## src/rtl/sprite_pkg.sv

```systemverilog
// Shared sprite constants and motion-state encoding, used by both the
// motion controller and the renderer so the two always agree on geometry.
package sprite_pkg;

    localparam int SCREEN_W      = 640;
    localparam int SCREEN_H      = 480;
    localparam int SPRITE_WIDTH  = 100;
    localparam int SPRITE_HEIGHT = 75;

    // Largest legal top-left corner that keeps the sprite fully on screen.
    localparam int XMAX = SCREEN_W - SPRITE_WIDTH;
    localparam int YMAX = SCREEN_H - SPRITE_HEIGHT;

    typedef enum logic [1:0] {
        STOP = 2'd0,
        SLOW = 2'd1,
        FAST = 2'd2
    } motion_state_t;

endpackage

```

## src/rtl/sprite_motion_ctrl_btn_sync.sv

```systemverilog
// Two-flop synchroniser for the raw gamepad button levels.
module btn_sync #(
    parameter int W = 5
) (
    input  logic         CLK,
    input  logic         RST,
    input  logic [W-1:0] d,
    output logic [W-1:0] q
);

    logic [W-1:0] meta;

    // Both stages clear on reset so no stale press survives it.
    always_ff @(posedge CLK) begin
        if (RST) begin
            meta <= '0;
            q    <= '0;
        end else begin
            meta <= d;
            q    <= meta;
        end
    end

endmodule

```

## src/rtl/sprite_motion_ctrl.sv

```systemverilog
// Sprite motion controller: synchronised buttons -> sprite position,
// updated only on frame_tick with a slow-to-fast speed ramp.
// Optional build macro: SPRITE_WRAP_EN (wrap at the screen edges instead of clamping).
//
//   state | meaning
//   ------+---------------------------------------------------------
//   STOP  | no direction held; position frozen
//   SLOW  | held for up to RAMP_FRAMES frames; SLOW_STEP px per frame
//   FAST  | held past the ramp; FAST_STEP px per frame
module sprite_motion_ctrl
    import sprite_pkg::*;
#(
    parameter int SLOW_STEP   = 1,
    parameter int FAST_STEP   = 4,
    parameter int RAMP_FRAMES = 16,
    parameter int INIT_X      = 270,
    parameter int INIT_Y      = 202
) (
    input  logic       CLK,
    input  logic       RST,
    input  logic       frame_tick,
    input  logic       btn_up,
    input  logic       btn_down,
    input  logic       btn_left,
    input  logic       btn_right,
    input  logic       btn_center,
    output logic [9:0] sprite_x,
    output logic [8:0] sprite_y,
    output logic       moving,
    output logic       edge_hit
);

    localparam int RW = $clog2(RAMP_FRAMES + 1);

    localparam logic signed [10:0] XMAX_S = 11'(XMAX);
    localparam logic signed [9:0]  YMAX_S = 10'(YMAX);

    logic [4:0]        btn_s;
    logic              s_up, s_down, s_left, s_right, s_center;
    logic              held;
    motion_state_t     state;
    logic [RW-1:0]     ramp_cnt;
    logic signed [10:0] step_w;
    logic signed [10:0] off_x, x_sum, x_new;
    logic signed [9:0]  off_y, y_sum, y_new;
    logic               clip_x, clip_y;

    btn_sync #(.W(5)) u_btn_sync (
        .CLK (CLK),
        .RST (RST),
        .d   ({btn_center, btn_right, btn_left, btn_down, btn_up}),
        .q   (btn_s)
    );

    assign {s_center, s_right, s_left, s_down, s_up} = btn_s;

    // Opposing buttons cancel, so "held" needs a net direction on some axis.
    assign held = (s_right ^ s_left) | (s_down ^ s_up);

    // Step size for this frame; when nothing is held the offsets are zero anyway.
    always_comb begin
        step_w = 11'(SLOW_STEP);
        if (state == FAST || (state == SLOW && ramp_cnt == RW'(RAMP_FRAMES)))
            step_w = 11'(FAST_STEP);
    end

    // Signed next-position arithmetic followed by clamp (or wrap) into range.
    always_comb begin
        off_x = '0;
        off_y = '0;
        if (s_right && !s_left) off_x = step_w;
        if (s_left && !s_right) off_x = -step_w;
        if (s_down && !s_up)    off_y = step_w[9:0];
        if (s_up && !s_down)    off_y = -step_w[9:0];

        x_sum  = $signed({1'b0, sprite_x}) + off_x;
        y_sum  = $signed({1'b0, sprite_y}) + off_y;
        x_new  = x_sum;
        y_new  = y_sum;
        clip_x = 1'b0;
        clip_y = 1'b0;
`ifdef SPRITE_WRAP_EN
        if (x_sum < 0) begin
            x_new  = x_sum + XMAX_S + 11'sd1;
            clip_x = 1'b1;
        end else if (x_sum > XMAX_S) begin
            x_new  = x_sum - XMAX_S - 11'sd1;
            clip_x = 1'b1;
        end
        if (y_sum < 0) begin
            y_new  = y_sum + YMAX_S + 10'sd1;
            clip_y = 1'b1;
        end else if (y_sum > YMAX_S) begin
            y_new  = y_sum - YMAX_S - 10'sd1;
            clip_y = 1'b1;
        end
`else
        if (x_sum < 0) begin
            x_new  = '0;
            clip_x = 1'b1;
        end else if (x_sum > XMAX_S) begin
            x_new  = XMAX_S;
            clip_x = 1'b1;
        end
        if (y_sum < 0) begin
            y_new  = '0;
            clip_y = 1'b1;
        end else if (y_sum > YMAX_S) begin
            y_new  = YMAX_S;
            clip_y = 1'b1;
        end
`endif
    end

    // Motion FSM with registered position, moving and edge_hit outputs.
    always_ff @(posedge CLK) begin
        if (RST) begin
            state    <= STOP;
            ramp_cnt <= '0;
            sprite_x <= 10'(INIT_X);
            sprite_y <= 9'(INIT_Y);
            moving   <= 1'b0;
            edge_hit <= 1'b0;
        end else begin
            edge_hit <= 1'b0;
            if (frame_tick) begin
                if (s_center) begin
                    state    <= STOP;
                    ramp_cnt <= '0;
                    sprite_x <= 10'(INIT_X);
                    sprite_y <= 9'(INIT_Y);
                    moving   <= 1'b0;
                end else if (!held) begin
                    state    <= STOP;
                    ramp_cnt <= '0;
                    moving   <= 1'b0;
                end else begin
                    sprite_x <= x_new[9:0];
                    sprite_y <= y_new[8:0];
                    edge_hit <= clip_x | clip_y;
                    moving   <= 1'b1;
                    case (state)
                        STOP: begin
                            state    <= SLOW;
                            ramp_cnt <= RW'(1);
                        end
                        SLOW: begin
                            if (ramp_cnt == RW'(RAMP_FRAMES))
                                state <= FAST;
                            else
                                ramp_cnt <= ramp_cnt + RW'(1);
                        end
                        default: state <= FAST;
                    endcase
                end
            end
        end
    end

endmodule
```

## config.mk

```make
export PLATFORM = sky130hd
export DESIGN_NAME = sprite_motion_ctrl
export DESIGN_NICKNAME = d
export VERILOG_FILES = /design/src/rtl/sprite_pkg.sv /design/src/rtl/sprite_motion_ctrl_btn_sync.sv /design/src/rtl/sprite_motion_ctrl.sv
export SDC_FILE = /design/constraint.sdc
export NUM_CORES = 1
export LEC_CHECK = 0
export CAP_MARGIN = 20
export CORE_MARGIN = 4
export CORE_UTILIZATION = 50
export DETAILED_ROUTE_END_ITERATION = 8
export PLACE_DENSITY = 0.75
export RECOVER_POWER = 100
export SLEW_MARGIN = 20
export SYNTH_ARGS = -nofsm -noshare
export SYNTH_HDL_FRONTEND = slang
export SYNTH_SLANG_ARGS = --single-unit
```

## constraint.sdc

```tcl
create_clock -name CLK -period 3.5 [get_ports CLK]
set_input_delay 0.7 -clock CLK [delete_from_list [all_inputs] [get_ports CLK]]
set_output_delay 0.7 -clock CLK [all_outputs]
set_load 0.01 [all_outputs]
```

==> out/qor.csv <==
metric,value,unit
status,"finished, violations left",
violations,negative setup slack,
synthArstFlopShare,0,%
fin_cells,422,
hp-start,u_btn_sync.meta[3],
reg2regPathDepth,18,
pwr-share-seq,42.5,%
yosys_warnings,0,
coreArea,4720,sq um
gr-usage-met3,3.71,%
crit_path_start_kind,flip-flop,
yosysTopAreaCellShare,31.2,%
grt_use_met1,27.1,%
grt.total_usage,20.4,%
worstMarginPinSlew,778,ps
min_path_type,flip-flop to flip-flop,
yosys.area.top_type,dfxtp_1,
vias,2398,
nets,390,
synth_edf_count,0,
htreeDepth,2,
hold_viol_final,0,
io_buffer_count,28,
drc,0,
reg2reg_from,ramp_cnt[1],
grt_setup_unrepaired,yes,
dieArea,6060,sq um
critPathKind,flip-flop to flip-flop,
post-route-util,72.1,%
period_share,103,%
viasPerCell,5.68,
min_period,3590,ps
ys.flop_type,dfxtp_1,
endpoint_kind,flip-flop,
slew_headroom,48.1,%
power_leakage,1.50,nW
grt_max_degree,20,
clkSinkCount,38,
yosys-top-cells-area,"dfxtp_1, ha_1, nor2_1, a21oi_1, xnor2_1",
r2r_setup_slack,-90,ps
cts_root_buf,clkbuf_8,
syn-cell-area,2440,sq um
core.rowCount,25,
fp.dieH,77.9,um
drive_gt1_share,26.8,%
gr-usage-met2,34.1,%
cts_made_buffers,5,
syn_nets,322,
grt_overflow_total,0,
fp.dieW,77.9,um
ioPinCount,29,
setup_viol,4,
power_density,324,nW/um^2
hold_ws,437,ps
first_pass_iters,4,
grt_pass1_vias,2175,
drt-initial-drc-count,168,
synth-seq-cells,38,
initial_core_util,51.7,%
power_switching,0.000353,W
power_frac_comb,31.6,%
worstHoldEndpoint,u_btn_sync.q[3],
insertion_delay,290,ps
switching_share,32.0,%
antenna_found_initial,0,
grt-busiest-layer,met2,
drv_cap,0,
layout_setup_ws,-90.3,ps
max_freq,0.279,GHz
finalWirelength,6450,um
finalMaxSlewViolations,0,
synthCells,287,
synth_seq_area_share,31.2,%
clk_pin_slew,80,ps
routedWlPerCell,15.3,um
cp.arrival,3770,ps
internal_power,0.000751,W
grt_first_pass_wirelength,9960,um
r2r-end,sprite_x[2],
peakVddDrop,0.244,mV
worst_ep_required_time,3680,ps
critPathMaxFanout,3,
dp_hpwl,4630,um
cts_buffer_depth,2,
place.gp.congestion,0.853,
clock-skew-final,8.43,ps
holdPathStages,1,
cts_tree,built,
synth.avg_cell_area,8.51,sq um
p_clk_share,25.9,%
tns,-348,ps
synth_cell_types,55,
diodes,0,
antenna_left,0,
layout_common_cells,"nor2_1, dfxtp_1, buf_4",
dp_cells,403,
areaGrowthSynthToFinish,39.5,%
==> per-layer routing <==
| layer | up-vias | share of wire (%) |
|---|---|---|
| li1 | 1166 | - |
| met2 | 72 | 49 |
| met3 | 15 | 6.8 |
| met5 | - | 0 |
| met1 | 1145 | 43 |
| met4 | 0 | 1.5 |
==> sequential cells by signal (all words and copies together) (netlist names) <==
name and cells:
u_btn_sync.meta 5, state 2, moving 1, ramp_cnt 5
sprite_y 9, u_btn_sync.q 5, edge_hit 1, sprite_x 10
==> stage by stage <==
stage / power (W) / instance area (sq um) / setup WS [ps]
3_5_place_dp: 0.000770 / 2990 / -169
2_1_floorplan: 0.000661 / 2460 / 9.45
4_1_cts: 0.00107 / 3210 / -58.0
5_1_grt: 0.00116 / 3410 / -209
6_report: 0.00110 / 3410 / -90.3
3_3_place_gp: 0.000763 / 2990 / -15.8
==> what timing repair did <==
item                       CTS  global route
pin swaps                   12            22
setup endpoints to repair    9            20
hold endpoints to repair     0             0
setup buffers               11             4
resized for setup           15            42
hold buffers                 0             0
==> critical path, cell delays in order, from the launching register on <==
cell,delay (ps)
dfxtp_2,340
inv_2,50
ha_4,140
and4_1,150
mux2i_1,210
inv_1,110
nor2_2,100
ha_2,200
inv_2,40
fa_2,340
nand2b_4,170
a211oi_4,300
nor2_4,80
o21ai_2,180
xor2_2,110
or4_4,550
buf_4,160
a31oi_4,170
a21oi_2,90
==> area by class of cell <==
class	count	area (sq um)
multi-input cells	229	1860
fillers	333	1320
flip-flops and latches	38	763
repair buffers	65	556
well taps	67	83.8
clock buffers	5	68.8
inverters	16	60.1
clock inverters	2	10.0
==> cell families (layout without fill, tap and decap cells) <==
logic type                 after synthesis  count (layout)  share of synthesized area [%]
adders and majority gates               27              27                           14.5
xor gates and xnor gates                20              20                           7.18
muxes                                    2               2                          0.871
DFF                                     38              38                           31.2
AOI/OAI and AO/OA                       86              86                           24.8
and+or+nand+nor                         94              94                           18.1
buffers and inverters                   20              88                           3.38
==> power groups by stage <==
stage               logic [W]  clock network [W]  registers (W)
detailed placement   0.000292                  0       0.000478
finish               0.000349           0.000286       0.000469
global route         0.000379           0.000314       0.000471
floorplan            0.000180                  0       0.000481
CTS                  0.000311           0.000289       0.000469
global placement     0.000285                  0       0.000478
==> synthesized netlist by cell type (2+ instances only) <==
cell type and n:
ha_1 25, a2bb2oi_1 2, o21ai_1 2, o211ai_1 2, nand2_1 19, dfxtp_1 38
a31oi_1 4, o21a_1 4, nor2_1 41, nand4_1 2, a32o_1 5, a211oi_1 4
a21oi_1 18, nand3_1 3, fa_1 2, a211o_1 2, o21ai_0 13, nor2b_1 11
xnor2_1 10, inv_1 16, o22ai_1 3, xor2_1 10, nand2b_1 8, a21o_1 7
o31ai_1 2, a22o_1 3, clkbuf_1 3
==> how the worst max path moves through the flow <==
stage	endpoint	depth (start not counted)	start	slack, ps
after floorplan	sprite_x[4]	17	ramp_cnt[0]	9
after global routing	sprite_x[4]	17	ramp_cnt[1]	-210
after CTS	sprite_x[4]	17	ramp_cnt[1]	-60
after detailed placement	sprite_x[4]	17	ramp_cnt[1]	-170
final	sprite_x[2]	18	ramp_cnt[1]	-90
after global placement	sprite_x[4]	17	ramp_cnt[1]	-20
No activity file was read; power rests on OpenSTA's default activity.
